**config.mk**
```make
export PLATFORM = sky130hd
export DESIGN_NAME = craps_ctrl_flat
export DESIGN_NICKNAME = d
export VERILOG_FILES = /design/src/rtl/craps_ctrl_pkg.sv /design/src/rtl/craps_ctrl_if.sv /design/src/rtl/craps_ctrl_btn_fall.sv /design/src/rtl/craps_ctrl.sv /design/src/flat_wrapper.sv
export SDC_FILE = /design/constraint.sdc
export NUM_CORES = 1
export LEC_CHECK = 0
export CAP_MARGIN = 5
export CORE_ASPECT_RATIO = 1.5
export CORE_UTILIZATION = 55
export CTS_CLUSTER_DIAMETER = 80
export DETAILED_ROUTE_END_ITERATION = 7
export DONT_BUFFER_PORTS = 1
export HOLD_SLACK_MARGIN = 0.06
export PLACE_DENSITY = 0.82
export SLEW_MARGIN = 5
export SYNTH_ARGS = -nofsm -noshare
export SYNTH_HDL_FRONTEND = slang
export SYNTH_SLANG_ARGS = --single-unit
```
**constraint.sdc**
```tcl
create_clock -name mHz -period 5.8 [get_ports mHz]
set_clock_uncertainty 0.15 [all_clocks]
set_input_delay 0.87 -clock mHz [delete_from_list [all_inputs] [get_ports mHz]]
set_output_delay 0.87 -clock mHz [all_outputs]
set_load 0.05 [all_outputs]
```
**src/rtl/craps_ctrl_pkg.sv**
```systemverilog
// Shared types and constants for the craps game sequencer (craps_ctrl).
// Optional roll counter enabled by defining CRAPS_ROLL_COUNT_EN.
package craps_pkg;

  typedef enum logic [2:0] {
    COME_OUT = 3'd0,
    POINT    = 3'd1,
    EVAL     = 3'd2,
    WIN      = 3'd3,
    LOSE     = 3'd4
  } state_t;

  localparam logic [3:0] SUM_NATURAL7  = 4'd7;
  localparam logic [3:0] SUM_NATURAL11 = 4'd11;
  localparam logic [3:0] SUM_CRAPS2    = 4'd2;
  localparam logic [3:0] SUM_CRAPS3    = 4'd3;
  localparam logic [3:0] SUM_CRAPS12   = 4'd12;

  localparam int DIE_MIN = 1;
  localparam int DIE_MAX = 6;

endpackage

```
**src/rtl/craps_ctrl_if.sv**
```systemverilog
// Board-side signal bundle of the craps sequencer (craps_ctrl).
// roll_cnt exists only when CRAPS_ROLL_COUNT_EN is defined.
interface craps_ctrl_if
  import craps_pkg::*;
#(
  parameter int DIE_W = 3
);
  // Signalling: there is no valid/ready pair. rb/counter are sampled every
  // clock; every output is a registered level that changes only on a clock
  // edge. A roll result is presented on the edge where dbg_state leaves EVAL.
  logic [1:0]       rb;
  logic [DIE_W-1:0] counter;
  logic [DIE_W-1:0] dice1;
  logic [DIE_W-1:0] dice2;
  logic [3:0]       point;
  logic             win;
  logic             lose;
  logic             sel;
  logic             busy;
  state_t           dbg_state;
`ifdef CRAPS_ROLL_COUNT_EN
  logic [3:0]       roll_cnt;
`endif

  modport master (
    output rb, counter,
    input  dice1, dice2, point, win, lose, sel, busy, dbg_state
`ifdef CRAPS_ROLL_COUNT_EN
    , input roll_cnt
`endif
  );

  modport slave (
    input  rb, counter,
    output dice1, dice2, point, win, lose, sel, busy, dbg_state
`ifdef CRAPS_ROLL_COUNT_EN
    , output roll_cnt
`endif
  );

endinterface

```
**src/rtl/craps_ctrl_btn_fall.sv**
```systemverilog
// Falling-edge (press) detector for one active-low debounced button.
// History resets to "released" so a button held through reset presses once.
module btn_fall (
  input  logic i_clk,
  input  logic i_rst,
  input  logic i_btn_n,
  output logic o_press
);

  logic r_prev;

  // Remember last cycle's button level; reset to released (1).
  always_ff @(posedge i_clk) begin
    if (i_rst) r_prev <= 1'b1;
    else       r_prev <= i_btn_n;
  end

  assign o_press = r_prev & ~i_btn_n;

endmodule

```
**src/rtl/craps_ctrl.sv**
```systemverilog
// Craps game sequencer: captures one value per die per roll, applies
// come-out/point rules, drives win/lose, dice values and 7-seg digit select.
// Optional: define CRAPS_ROLL_COUNT_EN to add a saturating roll counter.
module craps_ctrl
  import craps_pkg::*;
#(
  parameter int SCAN_DIV = 25000,
  parameter int DIE_W    = 3
) (
  input logic          mHz,
  input logic          reset,
  craps_ctrl_if.slave  bus
);

  localparam int SCAN_W = (SCAN_DIV > 1) ? $clog2(SCAN_DIV) : 1;

  state_t           r_state, w_state_nxt;
  logic [DIE_W-1:0] r_dice1, r_dice2, w_dice1_nxt, w_dice2_nxt;
  logic [3:0]       r_point, w_point_nxt;
  logic             r_win, r_lose;
  logic [1:0]       r_captured, w_captured_nxt;
  logic [SCAN_W-1:0] r_scan_cnt;
  logic             r_sel;
  logic [1:0]       w_press;
  logic [DIE_W-1:0] w_die_val;
  logic [3:0]       w_sum;

  btn_fall u_fall0 (.i_clk(mHz), .i_rst(reset), .i_btn_n(bus.rb[0]), .o_press(w_press[0]));
  btn_fall u_fall1 (.i_clk(mHz), .i_rst(reset), .i_btn_n(bus.rb[1]), .o_press(w_press[1]));

  // Out-of-range counter values (0, 7) are forced to 1 so sums stay 2..12.
  always_comb begin
    w_die_val = bus.counter;
    if (bus.counter < DIE_W'(DIE_MIN) || bus.counter > DIE_W'(DIE_MAX))
      w_die_val = DIE_W'(DIE_MIN);
  end

  assign w_sum = 4'(r_dice1) + 4'(r_dice2);

  // Next-state and next-register logic for the game FSM.
  always_comb begin
    w_state_nxt    = r_state;
    w_dice1_nxt    = r_dice1;
    w_dice2_nxt    = r_dice2;
    w_point_nxt    = r_point;
    w_captured_nxt = r_captured;
    case (r_state)
      COME_OUT, POINT: begin
        if (r_captured == 2'b11) begin
          w_state_nxt    = EVAL;
          w_captured_nxt = 2'b00;
        end else begin
          if (w_press[0] && !r_captured[0]) begin
            w_dice1_nxt       = w_die_val;
            w_captured_nxt[0] = 1'b1;
          end
          if (w_press[1] && !r_captured[1]) begin
            w_dice2_nxt       = w_die_val;
            w_captured_nxt[1] = 1'b1;
          end
        end
      end
      EVAL: begin
        // point==0 marks the come-out phase; an established point is 4..10.
        if (r_point == 4'd0) begin
          if (w_sum == SUM_NATURAL7 || w_sum == SUM_NATURAL11)
            w_state_nxt = WIN;
          else if (w_sum == SUM_CRAPS2 || w_sum == SUM_CRAPS3 || w_sum == SUM_CRAPS12)
            w_state_nxt = LOSE;
          else begin
            w_point_nxt = w_sum;
            w_state_nxt = POINT;
          end
        end else begin
          if (w_sum == r_point)           w_state_nxt = WIN;
          else if (w_sum == SUM_NATURAL7) w_state_nxt = LOSE;
          else                            w_state_nxt = POINT;
        end
      end
      WIN, LOSE: begin
        // A press here only starts a new game; it is not a roll.
        if (|w_press) begin
          w_state_nxt = COME_OUT;
          w_dice1_nxt = '0;
          w_dice2_nxt = '0;
          w_point_nxt = 4'd0;
        end
      end
      default: w_state_nxt = COME_OUT;
    endcase
  end

  // Game state and result registers.
  always_ff @(posedge mHz) begin
    if (reset) begin
      r_state    <= COME_OUT;
      r_dice1    <= '0;
      r_dice2    <= '0;
      r_point    <= 4'd0;
      r_win      <= 1'b0;
      r_lose     <= 1'b0;
      r_captured <= 2'b00;
    end else begin
      r_state    <= w_state_nxt;
      r_dice1    <= w_dice1_nxt;
      r_dice2    <= w_dice2_nxt;
      r_point    <= w_point_nxt;
      r_win      <= (w_state_nxt == WIN);
      r_lose     <= (w_state_nxt == LOSE);
      r_captured <= w_captured_nxt;
    end
  end

  // Display scan: toggle the digit select every SCAN_DIV cycles.
  always_ff @(posedge mHz) begin
    if (reset) begin
      r_scan_cnt <= '0;
      r_sel      <= 1'b0;
    end else if (r_scan_cnt == SCAN_W'(SCAN_DIV - 1)) begin
      r_scan_cnt <= '0;
      r_sel      <= ~r_sel;
    end else begin
      r_scan_cnt <= r_scan_cnt + 1'b1;
    end
  end

`ifdef CRAPS_ROLL_COUNT_EN
  logic [3:0] r_roll_cnt;

  // Count evaluated rolls per game, saturating at 15.
  always_ff @(posedge mHz) begin
    if (reset)
      r_roll_cnt <= 4'd0;
    else if ((r_state == WIN || r_state == LOSE) && w_state_nxt == COME_OUT)
      r_roll_cnt <= 4'd0;
    else if (w_state_nxt == EVAL && r_state != EVAL && r_roll_cnt != 4'd15)
      r_roll_cnt <= r_roll_cnt + 4'd1;
  end

  assign bus.roll_cnt = r_roll_cnt;
`endif

  assign bus.dice1     = r_dice1;
  assign bus.dice2     = r_dice2;
  assign bus.point     = r_point;
  assign bus.win       = r_win;
  assign bus.lose      = r_lose;
  assign bus.sel       = r_sel;
  assign bus.busy      = r_captured[0] ^ r_captured[1];
  assign bus.dbg_state = r_state;

endmodule

```
**src/flat_wrapper.sv**
```systemverilog
// flat-port wrapper written by rule: the top's interface ports become plain ports
module craps_ctrl_flat import craps_pkg::*;
#(
  parameter int SCAN_DIV = 25000,
  parameter int DIE_W    = 3
)
  (mHz, reset, bus_rb, bus_counter, bus_dice1, bus_dice2, bus_point, bus_win, bus_lose, bus_sel, bus_busy, bus_dbg_state);
  craps_ctrl_if #(.DIE_W(DIE_W)) bus_i ();
  input logic mHz;
  input logic reset;
  input wire logic [$bits(bus_i.rb)-1:0] bus_rb;
  input wire logic [$bits(bus_i.counter)-1:0] bus_counter;
  output wire logic [$bits(bus_i.dice1)-1:0] bus_dice1;
  output wire logic [$bits(bus_i.dice2)-1:0] bus_dice2;
  output wire logic [$bits(bus_i.point)-1:0] bus_point;
  output wire logic [$bits(bus_i.win)-1:0] bus_win;
  output wire logic [$bits(bus_i.lose)-1:0] bus_lose;
  output wire logic [$bits(bus_i.sel)-1:0] bus_sel;
  output wire logic [$bits(bus_i.busy)-1:0] bus_busy;
  output wire logic [$bits(bus_i.dbg_state)-1:0] bus_dbg_state;
  assign bus_i.rb = bus_rb;
  assign bus_i.counter = bus_counter;
  assign bus_dice1 = bus_i.dice1;
  assign bus_dice2 = bus_i.dice2;
  assign bus_point = bus_i.point;
  assign bus_win = bus_i.win;
  assign bus_lose = bus_i.lose;
  assign bus_sel = bus_i.sel;
  assign bus_busy = bus_i.busy;
  assign bus_dbg_state = bus_i.dbg_state;
  craps_ctrl #(.SCAN_DIV(SCAN_DIV), .DIE_W(DIE_W)) u_core (.mHz(mHz), .reset(reset), .bus(bus_i));
endmodule
```
==> flow_summary_export.csv <==
group,metric,value,unit
status,status,"complete, no violations",
floorplanning,initial_core_util,0.582,
power,powerDensity,260,nW/um2
clock_network,htreeDepth,2,
drt,drt_iter0_drc,38,
timing,fmax,311,MHz
synthesis,avgSynthCellArea,8.45,um2
power,total_power,0.506,mW
worst_hold_path,holdCritPathClass,"reg -> reg",
clock_network,numCtsBuffers,5,
timing,worst_pin_slew,0.712,ns
synthesis,ys_types,44,
synthesis,async_flop_share,0,
global_route,grt_pass1_wl,5990,um
timing,period_share,0.555,
drt,wl_per_cell,14.6,um
synthesis,synth_top_area_share,0.377,
setup_path,end_kind,"register",
global_route,grt_usage,0.221,
clock_network,clk_pin_slew,0.07,ns
clock_network,ctsHoldBuffers,0,
final_layout,nets,230,
setup_path,critPathLaunchType,"register",
timing,tns,0,ns
drt,vias,1570,
final_layout,drive_gt1_frac,0.0596,
timing,finalHoldViolCount,0,
synthesis,synth-edff-count,0,
setup_path,cp_max_fo,11,
power,leakagePower,0.748,nW
synthesis,synth_most_common_cell,"dfxtp_1",
floorplanning,row_count,25,
timing,slew_violations,0,
final_layout,fillerInstances,317,
placement,place_area,1860,um2
synthesis,synth.area.top_cells,"dfxtp_1, nor2_1, xor2_1",
clock_network,post_cts_resized,0,
synthesis,yosysTopAreaCell,"dfxtp_1",
final_layout,utilization,0.610,
placement,numPortBuffers,0,
floorplanning,die_h,73.2,um
final_layout,synthToLayoutAreaGrowth,4.78,%
timing,max_slew_margin,0.525,
synthesis,synth-seq-area-share,0.377,
clock_network,cts_tree,"yes",
setup_path,cp_data_required_time,5.88,ns
synthesis,synth-seq-cells,35,
setup_path,arrival,3.30,ns
synthesis,synth_cells,220,
placement,gp_congestion,0.926,
global_route,grt_antenna_before_repair,0,
floorplanning,die_w,49.5,um
synthesis,ys.flop_type,"dfxtp_1",
final_layout,antenna_cells,0,
clock_network,clk_latency,0.29,ns
drt,drc,0,
setup_path,crit_type,"reg -> reg",
final_layout,final_cells,258,
drt,firstDrtPassIters,7,
synthesis,syn_nets,233,
placement,dp_hpwl,2740,um
floorplanning,die_area,3620,um2
global_route,grt_pass1_vias,1442,
drt,finalWirelength,3770,um
final_layout,final_cell_area,1950,um2
synthesis,synth_common_cells,"dfxtp_1, nor2_1, nand2_1",
timing,finalSetupViolCount,0,
clock_network,clockRootBuffer,"clkbuf_8",
clock_network,postCtsSetupBuffers,0,
global_route,overflow,0,
job,drv_cap,0,
clock_network,clockBufferDepth,2,
clock_network,clkSinkCount,35,
drt,final_antenna_net_count,0,
global_route,grt_max_degree,23,
timing,min_period,3.22,ns
timing,rsz0062_at_grt,"false",
synthesis,yosys_warnings,0,
drt,viasPerCell,6.09,
power,ir_drop,0.000170,V
synthesis,syn_area,1860,um2
floorplanning,coreArea,3190,um2
floorplanning,io_pins,24,
placement,place_inst,250,
## kinds of logic after synthesis
family | share of synthesized area
adder cells (fa/ha/maj) | 0.0444
multiplexers | 0.0323
buffers and inverters | 0.0290
flip-flops | 0.377
AND/OR/NAND/NOR | 0.293
XOR/XNOR | 0.0976
AO/OA/AOI/OAI | 0.127
## critical path: stages, from the launching register on
cell and delay [ns]:
dfxtp_1 0.66, ha_1 0.35, fa_1 0.58, xor2_1 0.21, or4_1 0.50, a2111oi_2 0.41
a311o_2 0.18, and2_1 0.12
## area by class of cell
type / count / area (um2) / area share
multi-input combinational: 173 / 1100 / 0.567
sequential: 35 / 701 / 0.360
inverter: 2 / 7.51 / 0.00386
tap: 40 / 50.0 / 0.0257
clock buffer: 6 / 72.6 / 0.0373
clock inverter: 2 / 12.5 / 0.00643
## cells in the final DEF (no fill, tap or decap), types with 2 or more instances in the layout
master    Yosys  routed
nand3b_1      2       2
xnor2_1       7       7
nand4_1       3       3
nand2_1      16      16
inv_1         2       2
mux2i_1       6       6
nor3_1        5       5
nor3b_1       3       3
nor4_1        3       3
nand3_1      12      12
ha_1          5       5
o21ai_0      10      10
nand2b_1     10      10
a211oi_1      3       3
o22ai_1       2       2
or4_1         4       4
a21oi_1      10      10
nor2_1       32      32
or3b_2        2       2
clkbuf_8      0       5
dfxtp_1      35      35
xor2_1       11      11
nor2b_1       5       5
or2_2         2       2
a32o_1        2       2
and2_1        2       2
## state kept, by name (all words and copies together) (netlist names)
register / count
u_core.bus.dice2: 3
u_core.bus.point: 4
u_core.bus.win: 1
u_core.bus.dbg_state: 3
u_core.bus.dice1: 3
u_core.r_captured: 2
u_core.u_fall0.r_prev: 1
u_core.bus.lose: 1
u_core.u_fall1.r_prev: 1
u_core.bus.sel: 1
u_core.r_scan_cnt: 15
## layer usage
metal	global-route usage	vias up	routed length, um
met5	0	-	0
met4	0.175	0	205
met3	0.0646	25	221
met2	0.379	69	1850
met1	0.221	703	1490
li1	-	773	-
## where the power goes
group	total (mW)	switching, mW	internal [mW]
clock	0.172	0.0882	0.0838
sequential	0.269	0.0211	0.248
combinational	0.0651	0.0393	0.0257
## metrics by stage
| step | hold slack, ns | setup WS (ns) |
|---|---|---|
| after detailed placement | 0.290 | 2.58 |
| final | 0.298 | 2.58 |
| after global routing | 0.324 | 2.45 |
| after global placement | 0.282 | 2.68 |
| after floorplan | 0.268 | 2.90 |
| after CTS | 0.299 | 2.58 |
## final timing paths
path	start	endpoint	slack, ns	depth (start not counted)
max	u_core.bus.dice1[0]	u_core.bus.win	2.58	7
min	u_core.r_scan_cnt[0]	u_core.r_scan_cnt[0]	0.30	1
max reg2reg	u_core.bus.dice1[0]	u_core.bus.win	2.58	7
min reg2reg	u_core.r_scan_cnt[0]	u_core.r_scan_cnt[0]	0.30	1
Note: power is estimated with default switching activity, not from simulation.
